## config.mk

```make
export PLATFORM = sky130hd
export DESIGN_NAME = dma_egress_packer
export DESIGN_NICKNAME = d
export VERILOG_FILES = /design/src/rtl/total_pkg.sv /design/src/rtl/egress_beat_fifo.sv /design/src/rtl/dma_egress_packer.sv
export SDC_FILE = /design/constraint.sdc
export NUM_CORES = 2
export LEC_CHECK = 0
export ABC_AREA = 1
export BUFFER_PORTS_ARGS = -buffer_cell sky130_fd_sc_hd__buf_2
export CAP_MARGIN = 20
export CORE_UTILIZATION = 42
export CTS_BUF_LIST = sky130_fd_sc_hd__clkbuf_2
export DETAILED_ROUTE_END_ITERATION = 12
export GPL_TIMING_DRIVEN = 0
export SLEW_MARGIN = 15
export SYNTH_ARGS = -nofsm -noshare
export SYNTH_HDL_FRONTEND = slang
export SYNTH_SLANG_ARGS = --single-unit
```

## constraint.sdc

```tcl
create_clock -name clk -period 54.4 [get_ports clk]
set_input_delay 10.88 -clock clk [delete_from_list [all_inputs] [get_ports clk]]
set_output_delay 10.88 -clock clk [all_outputs]
set_load 0.01 [all_outputs]
```

## src/rtl/total_pkg.sv

```systemverilog
// Shared definitions for the DMA egress packer: widths, status encodings and
// the packer state enumeration.
package total_pkg;

    localparam int RESULT_W = 256;
    localparam int DMA_W    = 512;
    localparam int SEQ_W    = 16;

    localparam logic [1:0] STATUS_IDLE  = 2'b00;
    localparam logic [1:0] STATUS_BUSY  = 2'b01;
    localparam logic [1:0] STATUS_ERROR = 2'b10;
    localparam logic [1:0] STATUS_WIPED = 2'b11;

    typedef enum logic [1:0] {
        ST_EMPTY = 2'd0,
        ST_HALF  = 2'd1,
        ST_WIPED = 2'd2
    } pack_state_t;

endpackage

```

## src/rtl/egress_beat_fifo.sv

```systemverilog
// First-word-fall-through beat FIFO with synchronous clear; output reads as
// zero while empty so downstream sees clean data when nothing is valid.
module egress_beat_fifo #(
    parameter int DEPTH = 4,
    parameter int WIDTH = 513
) (
    input  logic                    clk,
    input  logic                    rst_n,
    input  logic                    clear,
    input  logic                    push,
    input  logic                    pop,
    input  logic [WIDTH-1:0]        din,
    output logic [WIDTH-1:0]        dout,
    output logic                    full,
    output logic                    empty,
    output logic [$clog2(DEPTH):0]  count
);

    localparam int PTR_W = $clog2(DEPTH);
    localparam logic [PTR_W:0] FULL_CNT = DEPTH[PTR_W:0];

    logic [WIDTH-1:0] mem_reg [DEPTH];
    logic [PTR_W-1:0] wr_ptr_reg;
    logic [PTR_W-1:0] rd_ptr_reg;
    logic [PTR_W:0]   count_reg;
    logic             wr_en;
    logic             rd_en;

    assign full  = (count_reg == FULL_CNT);
    assign empty = (count_reg == '0);
    assign rd_en = pop & ~empty;
    // A push while full is accepted only when a pop frees the slot this cycle.
    assign wr_en = push & (~full | rd_en);

    always_ff @(posedge clk) begin
        if (!rst_n || clear) begin
            for (int i = 0; i < DEPTH; i++) begin
                mem_reg[i] <= '0;
            end
        end else if (wr_en) begin
            mem_reg[wr_ptr_reg] <= din;
        end
    end

    always_ff @(posedge clk) begin
        if (!rst_n || clear) begin
            wr_ptr_reg <= '0;
            rd_ptr_reg <= '0;
            count_reg  <= '0;
        end else begin
            if (wr_en) wr_ptr_reg <= wr_ptr_reg + 1'b1;
            if (rd_en) rd_ptr_reg <= rd_ptr_reg + 1'b1;
            case ({wr_en, rd_en})
                2'b10:   count_reg <= count_reg + 1'b1;
                2'b01:   count_reg <= count_reg - 1'b1;
                default: count_reg <= count_reg;
            endcase
        end
    end

    assign dout  = empty ? '0 : mem_reg[rd_ptr_reg];
    assign count = count_reg;

endmodule

```

## src/rtl/dma_egress_packer.sv

```systemverilog
// Packs pairs of 256-bit results into 512-bit DMA beats, flushes a lone half
// after a timeout and wipes all state on a security alert.
// Optional beat sequence tag output enabled by defining EGRESS_SEQ_TAG_EN.
module dma_egress_packer
    import total_pkg::*;
#(
    parameter int FIFO_DEPTH    = 4,
    parameter int FLUSH_TIMEOUT = 64,
    parameter int STALL_LIMIT   = 1024
) (
    input  logic                clk,
    input  logic                rst_n,
    input  logic [RESULT_W-1:0] result_in,
    input  logic                result_valid,
    output logic                result_ready,
    output logic [DMA_W-1:0]    dma_data_out,
    output logic                dma_valid,
    input  logic                dma_ready,
    output logic                dma_half,
    input  logic                thermal_alert,
    input  logic                tamper_alert,
`ifdef EGRESS_SEQ_TAG_EN
    output logic [SEQ_W-1:0]    dma_seq,
`endif
    output logic [1:0]          status_code
);

    localparam int TMR_W   = $clog2(FLUSH_TIMEOUT + 1);
    localparam int STALL_W = $clog2(STALL_LIMIT + 1);
    localparam logic [TMR_W-1:0]   TMR_MAX   = FLUSH_TIMEOUT[TMR_W-1:0];
    localparam logic [STALL_W-1:0] STALL_MAX = STALL_LIMIT[STALL_W-1:0];
`ifdef EGRESS_SEQ_TAG_EN
    localparam int FIFO_W = DMA_W + 1 + SEQ_W;
`else
    localparam int FIFO_W = DMA_W + 1;
`endif

    pack_state_t          state_reg, state_next;
    logic [RESULT_W-1:0]  lower_reg, lower_next;
    logic [TMR_W-1:0]     timer_reg, timer_next;
    logic [STALL_W-1:0]   stall_reg;
    logic                 armed_reg;

    logic                 breach;
    logic                 accept;
    logic                 pop;
    logic                 push;
    logic                 push_half;
    logic [DMA_W-1:0]     push_data;
    logic [FIFO_W-1:0]    fifo_din;
    logic [FIFO_W-1:0]    fifo_dout;
    logic                 fifo_full;
    logic                 fifo_empty;
    logic [$clog2(FIFO_DEPTH):0] fifo_count;

    assign breach = thermal_alert | tamper_alert;
    assign accept = result_valid & result_ready;
    // Handshakes coinciding with a breach are discarded.
    assign pop    = dma_valid & dma_ready & ~breach;

    always_ff @(posedge clk) begin
        if (!rst_n) begin
            state_reg <= ST_EMPTY;
            lower_reg <= '0;
            timer_reg <= '0;
            armed_reg <= 1'b0;
        end else begin
            state_reg <= state_next;
            lower_reg <= lower_next;
            timer_reg <= timer_next;
            armed_reg <= 1'b1;
        end
    end

    always_comb begin
        state_next   = state_reg;
        lower_next   = lower_reg;
        timer_next   = timer_reg;
        push         = 1'b0;
        push_half    = 1'b0;
        push_data    = '0;
        result_ready = armed_reg & (state_reg != ST_WIPED) &
                       ((state_reg == ST_EMPTY) | ~fifo_full);

        case (state_reg)
            ST_EMPTY: begin
                if (accept) begin
                    lower_next = result_in;
                    timer_next = '0;
                    state_next = ST_HALF;
                end
            end
            ST_HALF: begin
                if (accept) begin
                    push       = 1'b1;
                    push_data  = {result_in, lower_reg};
                    lower_next = '0;
                    timer_next = '0;
                    state_next = ST_EMPTY;
                end else if (timer_reg == TMR_MAX) begin
                    // Timer holds at the limit while the FIFO is full.
                    if (!fifo_full) begin
                        push       = 1'b1;
                        push_half  = 1'b1;
                        push_data  = {{RESULT_W{1'b0}}, lower_reg};
                        lower_next = '0;
                        timer_next = '0;
                        state_next = ST_EMPTY;
                    end
                end else begin
                    timer_next = timer_reg + 1'b1;
                end
            end
            default: begin
                state_next = ST_WIPED;
            end
        endcase

        if (breach) begin
            state_next = ST_WIPED;
            lower_next = '0;
            timer_next = '0;
            push       = 1'b0;
        end
    end

    always_ff @(posedge clk) begin
        if (!rst_n || breach || state_reg == ST_WIPED) begin
            stall_reg <= '0;
        end else if (pop) begin
            stall_reg <= '0;
        end else if (dma_valid && !dma_ready && stall_reg != STALL_MAX) begin
            stall_reg <= stall_reg + 1'b1;
        end
    end

`ifdef EGRESS_SEQ_TAG_EN
    logic [SEQ_W-1:0] seq_reg;

    always_ff @(posedge clk) begin
        if (!rst_n || breach) begin
            seq_reg <= '0;
        end else if (push) begin
            seq_reg <= seq_reg + 1'b1;
        end
    end

    assign fifo_din = {seq_reg, push_half, push_data};
    assign dma_seq  = fifo_dout[DMA_W+1 +: SEQ_W];
`else
    assign fifo_din = {push_half, push_data};
`endif

    egress_beat_fifo #(
        .DEPTH (FIFO_DEPTH),
        .WIDTH (FIFO_W)
    ) u_fifo (
        .clk   (clk),
        .rst_n (rst_n),
        .clear (breach),
        .push  (push),
        .pop   (pop),
        .din   (fifo_din),
        .dout  (fifo_dout),
        .full  (fifo_full),
        .empty (fifo_empty),
        .count (fifo_count)
    );

    assign dma_valid    = ~fifo_empty;
    assign dma_data_out = fifo_dout[DMA_W-1:0];
    assign dma_half     = fifo_dout[DMA_W];

    always_comb begin
        status_code = STATUS_IDLE;
        if (state_reg == ST_WIPED) begin
            status_code = STATUS_WIPED;
        end else if (stall_reg == STALL_MAX) begin
            status_code = STATUS_ERROR;
        end else if ((fifo_count != '0) || (state_reg == ST_HALF)) begin
            status_code = STATUS_BUSY;
        end
    end

endmodule

```

---- After elaboration in Yosys (flattened, before gate mapping) ----
Memories as Yosys holds them, arrays and structs flattened. A register that Yosys moved wholly into a read port is not among the register bits.
Cells that the tools add are included.
storage, ports and cells
  memories kept ........................... 1
  output and inout port bits .............. 517
  flip-flop bits (word level) ............. 284
  word-level logic and storage cells ...... 108
  memory bits (writable) .................. 2052
  bits of input ports ..................... 262
cells by class
  reduce and logical (&&, ||, !) cells .... 19
  bitwise gates (word level) .............. 14
  muxes and demuxes ....................... 43
  equal/unequal tests ..................... 16
  add/subtract/negate cells ............... 6
memories
  memory          words  width  rd ports  clocked after Yosys merged registers in  write ports  RTL line                text
  u_fifo.mem_reg  4      513    1         1                                        4            egress_beat_fifo.sv:22  logic [WIDTH-1:0] mem_reg [DEPTH];
operators with widths
  cell                     count
  $mux W256                6
  $mux W513                2
  $mux W512                2
  $reduce_or A513 Y1       1
  $pmux W256 S2            1
  $mux W7                  4
  $mux W2                  10
  $mux W1                  15
  $pmux W7 S2              1
  $ne A4 B4 Y1 const B     3
  $add A11 B1 Y11 const B  1
  $eq A11 B11 Y1 const B   1
  $ne A11 B11 Y1 const B   1
  $ne A3 B3 Y1 const B     3
  $reduce_and A3 Y1        3
  $add A7 B1 Y7 const B    1
  $and A1 B1 Y1            7
  $eq A7 B7 Y1 const B     1
  $pmux W3 S2              1
  $add A2 B1 Y2 const B    2
  $eq A2 B1 Y1 const B     2
  $eq A2 B2 Y1 const B     2
  $ne A2 B2 Y1 const B     2
  $not A1 Y1               4
  14 further kinds         22

---- Longest topological paths before layout ----
  depth after elaboration ................. 14
  mapped depth ............................ 14
  mapped depth without buffers ............ 14

---- Modules after synthesis ----
From an unflattened synthesis, not the netlist that was laid out.
second synthesis, totals
  cells, all modules ...................... 12489
  area total of the unflattened synthesis .. 113725.3 um^2
modules (own cells, without submodules)
  module             sequential area each (um^2)  area each (um^2)  times used  cells an instance
  egress_beat_fifo   61799.3                      96939.2           1           9469
  dma_egress_packer  5545.3                       16786.1           1           3020

---- Worst setup path before layout ----
Ideal clock, no wire load.
  path kind ............................... input -> register
  from .................................... input tamper_alert
  to ...................................... memory u_fifo.mem_reg[1][0] (enable)
  data required time ...................... 52.298 ns
  stages on the path ...................... 5
  slack ................................... 4.948 ns
  arrival time ............................ 47.350 ns
  path buffers ............................ 1
  setup time .............................. 2.102 ns
  cell sequence ........................... or2_2 inv_2 nand4_2 clkbuf_1 o21ai_0
RTL lines
  item         RTL line                 text
  from (decl)  dma_egress_packer.sv:21  input logic tamper_alert,
  to (decl)    egress_beat_fifo.sv:22

==> out/qor.yml <==
ir_worst_vdd_mv: 0.0190
clk_pin_slew_worst_paths_ps: 110
routed.top_layer: "met5"
reg2regPathDepth: 15
cts_inserted_buffers: 626
firstDrtPassIters: 7
dpl_worst_slack_ps: 39180
rr_endpoint: "u_fifo.mem_reg[2][53]$_SDFFCE_PN0P_"
num-nets-final: 12100
syn-num-nets: 10600
syn_inst: 10400
finalMaxSlewViolations: 0
critPathArrivalTime_ps: 5930
rows: 180
cap_violations: 0
cts_tree: "done"
p_per_area_nw_per_um2: 28.4
port_buffers: 778
grt_pass1_vias: 81000
drt-met1-wl_um: 158000
synth_edf_count: 2052
track_usage_pct: 31.0
cpPeakStageDelay_ps: 670
ys_warn_count: 0
clock_skew_ps: 210
wl_met2_um: 158000
dieArea_um2: 246000
first_iter_violations: 11800
area_growth_pct: 15.4
crit_required_ps: 43520
dr_wl_met3_um: 52000
clockRootBuffer: "clkbuf_2"
rsz0062_at_grt: "no"
coreArea_um2: 241000
fill_cells: 22800
async_reset_ff_share_pct: 0
setup_tns_ps: 0
worstSetupPathType: "reg -> out"
dp_hpwl_um: 289000
vias_per_cell: 5.57
cts_setup_buffers: 0
grt_first_pass_wirelength_um: 549000
ys_seq_area_share_pct: 65.8
wirelength_um: 391000
r2r_slack_ps: 49570
path_common_cell: "buf_2"
vias: 86800
clock_latency_ps: 2040
num_io_pins: 779
path_max_fanout: 10
hold_viol: 0
r2r_start: "state_reg[0]$_SDFFE_PP0P_"
fin_cells: 15600
setup_violations: 0
fin_ws_ps: 37590
post_drt_wl_per_cell_um: 25.1
yosys_most_used_dff: "edfxtp_1"
die_w_um: 495
synth_area_um2: 102000
max_clock_freq_mhz: 59.5
cpMaxStageDelayCell: "clkbuf_2"
grt_max_degree: 56
status: "completed"
min_to: "lower_reg[206]$_SDFFE_PP0P_"
cts_max_path_buffers: 4
start_kind: "flop"
avgSynthCellArea_um2: 9.86
drtAntennaViolNets: 0
hold_depth: 2
ys_types: 30
fin_crit_sh_pct: 30.9
gr-total-overflow: 0
synth_seq_cells: 2338
hold_buffers: 0
antenna_found_initial: 113
cts_num_sinks: 2338
cts-resized-gates: 0
drive_gt1_share_pct: 18.0
route.detailed.drc: 0
min-delay-start: "lower_reg[206]$_SDFFE_PP0P_"
leakagePower_nw: 42.5
htreeDepth: 6
gp_congestion: 0.967
slew_headroom_pct: 11.9
place_inst: 14400
tightest_slew_ps: 1320
path_cells: "buf_2 -> inv_2 -> buf_2 -> clkbuf_2 -> clkbuf_1 -> o21ai_0 -> a21oi_1 -> buf_2"
largest_register_ffs: 2052
endpoint_kind: "output port"
final_core_util_pct: 48.9
hold_path_class: "reg -> reg"
die_h_um: 495
start_util_pct: 42.4
finalCriticalPeriod_ps: 16810
## power breakdown
part	internal, W	leakage [nW]	switching [W]	total [W]
Clock	0.000476	4.19	0.000753	0.00123
Combinational	0.0000327	12.0	0.0000816	0.000114
Sequential	0.00199	26.3	0.0000148	0.00200
Total	0.00250	42.5	0.000850	0.00335
## synthesized netlist by cell type, types with 2 or more instances
library cell  number  area [µm²]
a21oi_1          795        3980
buf_1             61         229
buf_2            241        1210
buf_4             24         180
buf_6              3        33.8
clkbuf_1         551        2070
dfxtp_1          286        5730
edfxtp_1        2052       61600
ha_1               5        62.6
inv_1            295        1110
inv_2             10        37.5
nand2_1          832        3120
nand3_1           17        85.1
nand3_2            2        20.0
nand4_1            5        31.3
nand4_2            2        25.0
nor2_1          2851       10700
nor3_1          1238        6200
nor3_2            50         500
o21ai_0         1036        5180
or2_2              3        18.8
xnor2_1            2        17.5
xor2_1             7        61.3
## critical path, delay by kind of cell, from the launching register on
family / cells / cell delay (ps)
AO/OA/AOI/OAI: 2 / 710
buffers and inverters: 6 / 2970
flip-flops: 1 / 310
## logic make-up (layout without fill, tap and decap cells)
logic type | after synthesis | in the layout | share of synthesized area, %
compound gates | 1835 | 1835 | 8.99
xor+xnor | 9 | 9 | 0.0771
fa+ha+maj | 6 | 6 | 0.0807
buf+inv | 1185 | 3124 | 4.75
flops | 2338 | 2338 | 65.8
other cells | 0 | 67 | 0
simple gates | 5002 | 5002 | 20.3
## placed cells by master, fill, tap and decap left out, types with 2 or more instances in the layout
master	netlist	routed
a21oi_1	795	795
buf_1	61	61
buf_12	0	42
buf_16	0	46
buf_2	241	1019
buf_4	24	24
buf_6	3	5
buf_8	0	9
bufinv_16	0	5
clkbuf_1	551	533
clkbuf_2	0	949
clkinv_1	0	87
clkinv_2	0	8
clkinv_4	0	8
clkinvlp_4	0	11
dfxtp_1	286	286
diode_2	0	67
edfxtp_1	2052	2052
ha_1	5	5
inv_1	295	295
inv_2	10	21
nand2_1	832	831
nand3_1	17	17
nand3_2	2	2
nand4_1	5	5
nand4_2	2	2
nor2_1	2851	2850
nor2_4	1	2
nor3_1	1238	1238
nor3_2	50	50
o21ai_0	1036	1034
o21ai_4	0	2
or2_2	3	3
xnor2_1	2	2
xor2_1	7	7
## per-layer routing
metal	track usage, %	vias up
met4	17.4	8
met2	42.1	5258
met3	9.38	797
li1	-	39200
met5	0	-
met1	43.7	41500
## stage by stage
step / total power (W) / hold WS, ps / cell area, µm²
finish: 0.00335 / 463 / 118000
global route: 0.00346 / 480 / 118000
CTS: 0.00335 / 466 / 118000
detailed placement: 0.00215 / 453 / 112000
global placement: 0.00223 / 449 / 110000
floorplan: 0.00215 / 436 / 102000
## area by class of cell
class	instances	area, µm²	area share, %
timing repair buffer	877	6160	5.22
clock buffer	931	4660	3.95
inverter	305	1140	0.970
multi-input combinational	6852	30100	25.5
buffer	880	3740	3.17
antenna	67	168	0.142
tap	3185	3990	3.38
sequential	2338	67300	57.1
clock inverter	131	719	0.610
## worst max-delay path by stage
| stage | to | slack (ps) | cells after the start |
|---|---|---|---|
| floorplan | u_fifo.mem_reg[1][0]$_SDFFCE_PN0P_ | 4950 | 5 |
| global placement | u_fifo.mem_reg[1][90]$_SDFFCE_PN0P_ | -18510 | 6 |
| detailed placement | u_fifo.mem_reg[2][86]$_SDFFCE_PN0P_ | 39180 | 14 |
| CTS | dma_data_out[253] | 37360 | 8 |
| global route | dma_data_out[253] | 37320 | 8 |
| finish | dma_data_out[253] | 37590 | 8 |
No activity file was read; power rests on OpenSTA's default activity.
